--- config.mk ---
export PLATFORM = sky130hd
export DESIGN_NAME = booth_result_reader
export DESIGN_NICKNAME = d
export VERILOG_FILES = /design/src/rtl/booth_result_reader.sv
export SDC_FILE = /design/constraint.sdc
export NUM_CORES = 1
export LEC_CHECK = 0
export CORE_MARGIN = 4
export CORE_UTILIZATION = 44
export DETAILED_ROUTE_END_ITERATION = 12
export PLACE_DENSITY_LB_ADDON = 0.2
export SLEW_MARGIN = 20
export SYNTH_ARGS = -nofsm -noshare
export SYNTH_HDL_FRONTEND = slang
export SYNTH_SLANG_ARGS = --single-unit
--- constraint.sdc ---
create_clock -name clk -period 1.5 [get_ports clk]
set_input_delay 0.15 -clock clk [delete_from_list [all_inputs] [get_ports clk]]
set_output_delay 0.15 -clock clk [all_outputs]
set_load 0.005 [all_outputs]
--- src/rtl/booth_result_reader.sv ---
// rtl/booth_result_reader.sv - sequences A/Q bus enables, captures {A,Q} and hands the product off on valid/ready
module booth_result_reader #(
    parameter int W    = 8,
    parameter int TURN = 1
) (
    input  logic           clk,
    input  logic           rst_b,
    input  logic           start,
    input  logic [W-1:0]   ibus,
    output logic           ld_obus_a,
    output logic           ld_obus_q,
    output logic           busy,
    output logic [2*W-1:0] prod,
    output logic           prod_valid,
    input  logic           out_ready,
    output logic           rd_done
);

    typedef enum logic [4:0] {
        IDLE  = 5'b00001,
        RD_A  = 5'b00010,
        GAP   = 5'b00100,
        RD_Q  = 5'b01000,
        VALID = 5'b10000
    } state_t;

    localparam logic [1:0] TURN_LD = (TURN > 0) ? 2'(TURN - 1) : 2'd0;

    state_t     state;
    logic [1:0] turn_cnt;

    always_ff @(posedge clk or negedge rst_b) begin
        if (!rst_b) begin
            state    <= IDLE;
            turn_cnt <= 2'd0;
            prod     <= '0;
            rd_done  <= 1'b0;
        end else begin
            rd_done <= 1'b0;
            unique case (state)
                IDLE: begin
                    if (start) state <= RD_A;
                end
                RD_A: begin
                    prod[2*W-1:W] <= ibus;
                    if (TURN == 0) begin
                        state <= RD_Q;
                    end else begin
                        state    <= GAP;
                        turn_cnt <= TURN_LD;
                    end
                end
                GAP: begin
                    // counter loaded with TURN-1, so GAP lasts exactly TURN cycles
                    if (turn_cnt == 2'd0) state <= RD_Q;
                    else                  turn_cnt <= turn_cnt - 2'd1;
                end
                RD_Q: begin
                    prod[W-1:0] <= ibus;
                    state       <= VALID;
                end
                VALID: begin
                    if (out_ready) begin
                        rd_done <= 1'b1;
                        state   <= start ? RD_A : IDLE;
                    end
                end
                default: state <= IDLE;
            endcase
        end
    end

    // enables are raw one-hot state flops so they cannot glitch
    assign ld_obus_a  = state[1];
    assign ld_obus_q  = state[3];
    assign prod_valid = state[4];
    assign busy       = ~state[0];

endmodule

==> impl_metrics.tcl <==
set metrics [dict create \
    yosysMostFrequentCell "dfrtp_1" \
    cp.required_ns 1.35 \
    p_leak_nw 0.642 \
    pin_count 33 \
    synth.net_count 85 \
    synth_top_area_cell "dfrtp_1" \
    cts.sinks 24 \
    core_mm2 0.00221 \
    syn_avg_cell_area_um2 14.2 \
    track_usage 0.155 \
    drive_gt1_frac 0.301 \
    ys_warn_count 0 \
    cts_root_buffer "clkbuf_4" \
    rsz0062_at_grt "false" \
    layout.cells.non_filler 141 \
    cts_buffers 3 \
    synth_edf_count 0 \
    timing_hold_violations_final 0 \
    worstMarginPinSlew_ns 0.302 \
    synthArstFlopShare 1.00 \
    port_buffers 32 \
    synthTopCellsByCount "23 x dfrtp_1, 8 x mux2_2, 8 x mux2_4" \
    status "finished clean" \
    rows 17 \
    maxCapViolCount 0 \
    grt_max_degree 25 \
    place_hpwl_um 1600 \
    dp.cells 134 \
    detail_route.wl_per_cell_um 15.8 \
    first_global_vias 771 \
    synth_cells 72 \
    drt_iter0_drc 5 \
    dr.pass1.iters 4 \
    diodes 0 \
    power.total_w 0.00255 \
    critPathTopFamily "buffers and inverters" \
    power-per-cell-area_mw_per_mm2 1750 \
    die_h_um 56.3 \
    cts.htree.levels 1 \
    start_util 0.463 \
    critPathCaptureType "primary output" \
    gp_congestion 0.792 \
    synth_top_area_frac 0.562 \
    cts_tree "yes" \
    irDropWorstVdd_mv 0.976 \
    yosys_register_bits 24 \
    die_w_um 56.3 \
    slowest_delay_ns 0.52 \
    fin_skew_ns 0.00568 \
    synth_area_leaders "dfrtp_1 56%, mux2_4 12%, mux2_2 8.8%, dfstp_2 2.6%, nor4b_1 1.7%" \
    dr_total_vias 725 \
    synthFlopType "dfrtp_1" \
    clkTransAtPathRegs_ns 0.13 \
    setup_viol 0 \
    slew_violations 0 \
    regArea_um2 606 \
    fin_crit_ns 1.44 \
    route.detailed.drc 0 \
    crit_chain "clkdlybuf4s50_1" \
    fill_cells 178 \
    grt_overflow 0 \
    multi_input_comb_area_um2 393 \
    critPathSlowestCell "clkdlybuf4s50_1" \
    wl_um 2230 \
    criticalPathCategory "reg2out" \
    fmax_mhz 693 \
    antenna_found_initial 0 \
    ys_seq_area_frac 0.587 \
    via_per_inst 5.14 \
    tns_ns 0 \
    finalCritPeriodShare 0.962 \
    syn_to_final_growth_pct 42.5 \
    ant_nets 0 \
    die_area_mm2 0.00317 \
    critPathMaxFanout 5 \
    grt_pass1_wl_um 3750 \
    cp.arrival_ns 1.29 \
    hp-class "in2async" \
    critPathLaunchType "flip-flop" \
    synthesis.area_mm2 0.00102 \
    cts_max_path_buffers 2 \
    yosysUniqueCellTypes 25 \
    layout.nets 127 \
    worst-path-buf-inv 1 \
    relSlewSlack 0.798 \
    clk_latency_ns 0.32 \
]
==> power by group <==
group	switching (W)	internal, W
combinational	0.000354	0.000783
sequential	0.000155	0.000910
clock	0.000200	0.000149
==> cells by family after synthesis <==
kind of cell	synth area share
fa+ha+maj	0.0122
buf+inv	0.0293
compound gates	0.0427
simple gates	0.123
mux	0.205
flops	0.587
==> through the flow <==
stage | area, um2 | worst slack [ns] | hold slack [ns] | utilization
2_1_floorplan | 1020 | 0.173 | -0.146 | -
3_3_place_gp | 1390 | 0.118 | 0.479 | 0.629
3_5_place_dp | 1390 | 0.0724 | 0.488 | 0.629
4_1_cts | 1440 | 0.00916 | 0.167 | 0.653
5_1_grt | 1460 | 0.0127 | 0.202 | 0.660
6_report | 1460 | 0.0567 | 0.167 | 0.660
==> state kept, by name, indices dropped and copies added, names as in the netlist <==
register  cells
prod         16
rd_done       1
state         5
turn_cnt      2
==> final timing paths <==
check                                        start                 endpoint  slack [ns]  cells past startpoint
max                           state[4]$_DFFE_PN0P_               prod_valid        0.06                      1
min                                          rst_b      prod[7]$_DFFE_PN0N_        0.17                      2
max reg2reg                   state[0]$_DFFE_PN1P_      prod[5]$_DFFE_PN0N_        0.06                      5
min reg2reg                turn_cnt[0]$_DFFE_PN0P_  turn_cnt[0]$_DFFE_PN0P_        0.51                      1
max in group asynchronous                    rst_b     state[0]$_DFFE_PN1P_        1.05                      2
min in group clk                             start     state[1]$_DFFE_PN0P_        0.41                      3
==> metal layers <==
metal  wire, um  vias to the layer above  GRT usage
met5          0                        -          0
met4         53                        0     0.0915
met3         86                        5     0.0253
met2       1160                       17      0.269
met1        931                      359      0.179
li1           -                      344          -
==> cell type report <==
cell class,instances,area share
Tap cell,28,0.0240
Clock buffer,4,0.0249
Timing Repair Buffer,38,0.254
Inverter,5,0.0129
Sequential cell,24,0.415
Multi-Input combinational cell,42,0.269
==> worst register-to-register path, cell delays in order (launching register included) <==
cell and delay, ns:
dfstp_2 0.58, buf_6 0.11, nor2_4 0.04, nand4bb_1 0.12, buf_6 0.18, mux2_4 0.31
==> cell usage in the layout (no fill, tap or decap), types with 2 or more instances in the layout <==
master / count
mux2_4: 8
mux2_2: 8
clkbuf_4: 3
nor2_1: 3
and3_1: 2
nor4b_1: 2
inv_1: 4
buf_4: 4
dfrtp_2: 3
dfrtp_1: 20
a21oi_1: 2
nand3_1: 2
nor4_1: 2
buf_6: 2
nand2_1: 2
clkdlybuf4s50_1: 31
==> what timing repair did <==
| action | 4_1_cts | 5_1_grt |
|---|---|---|
| resized for setup | 3 | 3 |
| endpoints found under the setup margin | 3 | 10 |
| hold buffers | 0 | 0 |
| pin swaps | 0 | 0 |
| buffers inserted | 2 | 1 |
(Power assumes the default switching activity.)
==> variant 1: new RTL, config.mk and constraints unchanged <==
Change the parameter `W` from 8 to 12.
--- a/src/rtl/booth_result_reader.sv
+++ b/src/rtl/booth_result_reader.sv
@@ -1,6 +1,6 @@
 // rtl/booth_result_reader.sv - sequences A/Q bus enables, captures {A,Q} and hands the product off on valid/ready
 module booth_result_reader #(
-    parameter int W    = 8,
+    parameter int W    = 12,
     parameter int TURN = 1
 ) (
     input  logic           clk,
Interface: changed (resized ibus and prod); port bits go from 33 to 45. No check against the original RTL was run, so the function may have changed too.
==> variant 1 against the original RTL <==
- combinational power up 38%
- synthesized area is 29% higher
- wire length up 26%
- total power is 38% higher
- worst setup slack got worse by 0.0061 ns
- largest cell class unchanged
- critical endpoint is now turn_cnt[0]
- sequential cell count rose by 8
- largest power group unchanged
- design area up 34%
- maximum frequency is 0.42% lower
==> variant 1: results (changes against the original RTL) <==
Parameter                              Value

Outcome
  Run status ... finished clean (unchanged)

Clocking
  Clk pin slew, worst setup/hold paths ... 0.09 ns (was 0.13 ns)
  Number of buffers on the longest clock path ... 2 (unchanged)
  Number of buffers created by CTS ... 5 (was 3)
  Source-to-sink clock delay at the later pin of the worst-skew pair ... 0.33 ns
  Deepest level of the CTS H-tree ... 2 (was 1)
  CTS root buffer ... clkbuf_4 (unchanged)

Placed design
  Number of buffers added on ports ... 44 (was 32)
  Global placer's final weighted congestion ... 0.7050 (was 0.7924)
  Placed wire-length estimate after detailed placement ... 1.949 mm (was 1.604 mm)

Routing
  Routed met3 length ... 180 um (was 86 um)
  Met2 WL post-DR ... 1.369 mm (was 1.155 mm)
  Violation count after the first detailed-routing iteration ... 18 (was 5)
  Wire per inst ... 15.40 um (was 15.79 um)
  Highest layer used for signal routing ... met4 (unchanged)
  Met1 layer wirelength in the final routing ... 1.201 mm (was 931 um)
  Count of vias placed by the detailed router ... 934 (was 725)
  Number of detailed-route iterations in the first pass ... 4 (unchanged)

Global routing
  First-pass GRT wire length ... 4.871 mm (was 3.746 mm)
  Global-route total usage across every layer ... 0.1581 (was 0.1554)
  Antenna violations before repair ... 0 (unchanged)
  Pin count of the biggest net entering global routing ... 33 (was 25)
  Number of global-route vias before repair ... 997 (was 771)

Yosys
  Ranking of synthesized cells by instance count ... dfrtp_1 (31), mux2_2 (15), mux2_4 (9) (was dfrtp_1 (23), mux2_2 (8), mux2_4 (8))
  Synth area leader ... dfrtp_1 (unchanged)
  Portion of the post-synthesis area used by sequential elements ... 0.6059 (was 0.5873)
  Synth cell types ... 25 (unchanged)
  Synthesized Nets ... 107 (was 85)
  Top post-synthesis cells by area ... dfrtp_1 (59%), mux2_2 (13%), mux2_4 (10%) (was dfrtp_1 (56%), mux2_4 (12%), mux2_2 (8.8%))
  Synth warn ... 0 (unchanged)
  Asr flop ratio synth ... 1.000 (unchanged)

Finish
  Share of layout cells above drive strength 1 ... 0.3311 (was 0.3009)
  Nets@finish ... 167 (was 127)
  Top flop regs ... prod x24, state x5, turn_cnt x2 (was prod x16, state x5, turn_cnt x2)
  Antenna Cells ... 0 (unchanged)

Power
  Leakage component of the power ... 0.9251 nW (was 0.6424 nW)
  Maximum vdd drop ... 1.005 mV (was 0.9756 mV)
  Fraction of power spent switching nets ... 0.2728 (was 0.2778)

Timing
  Max Slew Vio Count ... 0 (unchanged)
  Final Skew ... 0.01255 ns (was 0.005685 ns)
  Worst slew pin tran ... 0.3821 ns (was 0.3024 ns)

Setup path
  Worst-case reg-to-reg path depth ... 5 (unchanged)
  Signal arrival time at the worst endpoint ... 1.70 ns (was 1.29 ns)
  Crit Path Max Fanout ... 5 (unchanged)

Worst hold path
  HP Class ... input port to async pin (unchanged)
variant 1: layer usage:
| metal | global-route usage | up-vias |
|---|---|---|
| met4 | 0.08264 | 0 |
| met3 | 0.06655 | 6 |
| met5 | 0 | - |
| met1 | 0.2014 | 461 |
| met2 | 0.2277 | 28 |
| li1 | - | 439 |
variant 1: through the flow:
step	std cells	setup TNS [ns]	instance area (um2)	setup slack, ns
after floorplan	90	0	1324	0.07861
after global placement	170	0	1833	0.08888
after detailed placement	170	0	1833	0.04454
after CTS	180	0	1919	0.006067
after global routing	182	-0.05624	1962	-0.04948
final	182	0	1962	0.05062
variant 1: power groups by stage:
stage / registers (mW) / logic, mW / clock network (mW)
finish: 1.45 / 1.57 / 0.509
global route: 1.50 / 1.69 / 0.562
CTS: 1.44 / 1.54 / 0.524
detailed placement: 1.47 / 1.48 / 0
global placement: 1.46 / 1.45 / 0
floorplan: 1.48 / 0.559 / 0
variant 1: final timing paths:
check	from	endpoint	slack [ns]
setup reg to reg	state[0]	turn_cnt[0]	0.05
setup / recovery	state[0]	turn_cnt[0]	0.05
max in group asynchronous	rst_b	state[0]	0.97
min in group clk	start	state[1]	0.43
hold / removal	rst_b	prod[4]	0.20
hold reg to reg	prod[22]	prod[22]	0.51
variant 1: layout make-up:
type | count | area [um2]
Fill cell | 217 | 843.3
Sequential cell | 32 | 803.3
Timing Repair Buffer | 54 | 523.0
Multi-Input combinational cell | 52 | 516.7
Clock buffer | 6 | 51.30
Tap cell | 31 | 38.79
Inverter | 5 | 18.77
Clock inverter | 2 | 10.01
variant 1: critical path, stage by stage (launching register included):
cell      delay, ns
dfstp_2        0.38
buf_4          0.15
nor3_4         0.21
nand3b_1       0.21
or3_1          0.34
o21ai_0        0.08
variant 1: logic make-up (layout without fill, tap and decap cells):
logic type                 Yosys count  in the layout  share of synthesized area
adders and majority gates            1              1                   0.009450
AOI/OAI and AO/OA                    7              7                    0.03308
and+or+nand+nor                     18             19                    0.08318
buffers and inverters                7             67                    0.03119
DFF                                 32             32                     0.6059
muxes                               25             25                     0.2372
variant 1: what timing repair did:
action                     CTS  global route
buffers inserted             2             1
gates resized for setup      4             6
setup endpoints to repair    3            24
gates cloned                 0             1
pin swaps                    0             2
==> variant 2: new RTL, same flow settings <==
Without the edit above. Reset style: synchronous (`rst_b`), changed in one clocked block.
--- a/src/rtl/booth_result_reader.sv
+++ b/src/rtl/booth_result_reader.sv
@@ -29,7 +29,7 @@
     state_t     state;
     logic [1:0] turn_cnt;
 
-    always_ff @(posedge clk or negedge rst_b) begin
+    always_ff @(posedge clk) begin
         if (!rst_b) begin
             state    <= IDLE;
             turn_cnt <= 2'd0;
Behaviour: differs if rst_b is asserted again (counterexample within 4 cycles, from zero or initial values and one cycle with rst_b low); with rst_b held inactive, the same outputs for 10 cycles.
==> variant 2 against the original RTL <==
- critical path depth rose by 1
- design area down 4.0%
- highest routed layer unchanged
- sequential cell count unchanged
- worst setup slack better by 0.018 ns
- critical path type unchanged
- wire length fell by 12%
- largest cell class is now multi-input combinational cells
- first-iteration DRC count up 140%
- critical endpoint unchanged
- synthesized area down 1.5%
Power is not compared: it rests on default switching activity, and its combinational part moved more than twofold at a synthesized area within 25%.
==> variant 2: results (changes against the original RTL) <==
Parameter                              Value

Outcome
  Run status ... finished clean (unchanged)

Timing
  Worst slew pin tran ... 0.3006 ns (was 0.3024 ns)
  Final clock period utilization by the worst path ... 0.9504 (was 0.9622)
  Final Skew ... 0.002655 ns (was 0.005685 ns)

Global routing
  Number of global-route vias before repair ... 751 (was 771)
  First-pass GRT wire length ... 3.325 mm (was 3.746 mm)
  Pin count of the biggest net entering global routing ... 19 (was 25)
  Global-route total usage across every layer ... 0.1336 (was 0.1554)

Yosys
  Compound-Gate Fraction of Synth Area ... 0.03717 (was 0.04274)
  Ranking of synthesized cells by instance count ... dfxtp_1 (24), nor2b_1 (18), mux2i_1 (16) (was dfrtp_1 (23), mux2_2 (8), mux2_4 (8))
  Fraction of synthesized cell area in xor and xnor cells ... 0.008674 (was 0)
  Adder-cell share of the synthesized area ... 0.01239 (was 0.01221)
  Asr flop ratio synth ... 0 (was 1.000)
  Synthesized Nets ... 112 (was 85)
  Top post-synthesis cells by area ... dfxtp_1 (48%), mux2i_1 (16%), nor2b_1 (11%) (was dfrtp_1 (56%), mux2_4 (12%), mux2_2 (8.8%))
  Post-synthesis mux area share ... 0.1586 (was 0.2051)
  Number of instances in the synthesized netlist ... 99 (was 72)

Finish
  Nets@finish ... 149 (was 127)
  Filler cell count in the final layout ... 181 (was 178)

Routing
  Count of vias placed by the detailed router ... 781 (was 725)

Setup path
  Worst setup path startpoint ... state[4] (unchanged)

Clocking
  Total setup buffers inserted after CTS ... 0 (was 2)
  Clk pin slew, worst setup/hold paths ... 0.11 ns (was 0.13 ns)

Placed design
  Pre-CTS WS ... 0.05041 ns (was 0.07239 ns)
  Placed wire-length estimate after detailed placement ... 1.480 mm (was 1.604 mm)
==> variant 2: changes by cell type in the layout (fill, tap and decap cells not counted), moves of 3 or more <==
cell	change
dfrtp_1	-20
mux2i_1	+16
mux2_2	-8
nor2b_1	+18
dfrtp_2	-3
dfxtp_1	+19
dfxtp_2	+5
o21ai_0	+3
mux2_4	-8
==> variant 2: final cells by class <==
class | count | share of cell area
clock buffers | 3 | 0.01607
inverters | 5 | 0.01339
repair buffers | 36 | 0.2500
well taps | 28 | 0.02500
multi-input cells | 66 | 0.3482
flip-flops and latches | 24 | 0.3473
==> variant 2: critical path, stage by stage (launching register included) <==
cell and delay [ns]:
dfxtp_2 0.35, buf_4 0.13, clkdlybuf4s50_1 0.50
==> variant 2: worst min-delay path by stage <==
stage | from | to | slack, ns | cells after the start
6_report | start | state[1] | 0.44 | 2
3_3_place_gp | turn_cnt[0] | turn_cnt[0] | 0.45 | 2
4_1_cts | start | state[1] | 0.43 | 2
3_5_place_dp | turn_cnt[0] | turn_cnt[0] | 0.46 | 2
2_1_floorplan | rst_b | state[4] | 0.28 | 2
5_1_grt | start | state[1] | 0.44 | 2
==> variant 2: power groups by stage <==
stage	Combinational [mW]	Sequential [mW]	Clock, mW
after global placement	0.0973	0.668	0
after global routing	0.109	0.657	0.306
after detailed placement	0.0981	0.668	0
final	0.0987	0.654	0.261
after floorplan	0.0410	0.667	0
after CTS	0.0990	0.654	0.284
==> variant 2: per-layer routing <==
layer  GRT usage  vias to the layer above  wire, um
met5           0                        -         0
met4     0.05085                        0         9
met3     0.03248                        2       123
met2      0.2213                       19       973
met1      0.1674                      359       845
li1            -                      401         -
==> variant 2: per-stage QoR <==
step | util | total power, mW | setup TNS [ns] | hold WS (ns) | cell area, um2
floorplan | - | 0.7083 | 0 | 0.2797 | 1010
global placement | 0.6231 | 0.7651 | 0 | 0.4521 | 1365
detailed placement | 0.6231 | 0.7662 | 0 | 0.4628 | 1365
CTS | 0.6334 | 1.037 | 0 | 0.4316 | 1388
global route | 0.6396 | 1.071 | -0.01304 | 0.4410 | 1401
finish | 0.6396 | 1.014 | 0 | 0.4422 | 1401
==> variant 2: cells by family (layout without fill, tap and decap cells) <==
logic type | Yosys count | in the layout
flip-flops | 24 | 24
adder cells (fa/ha/maj) | 1 | 1
XOR/XNOR | 1 | 1
buffers and inverters | 9 | 44
multiplexers | 16 | 16
AO/OA/AOI/OAI | 7 | 7
AND/OR/NAND/NOR | 41 | 41
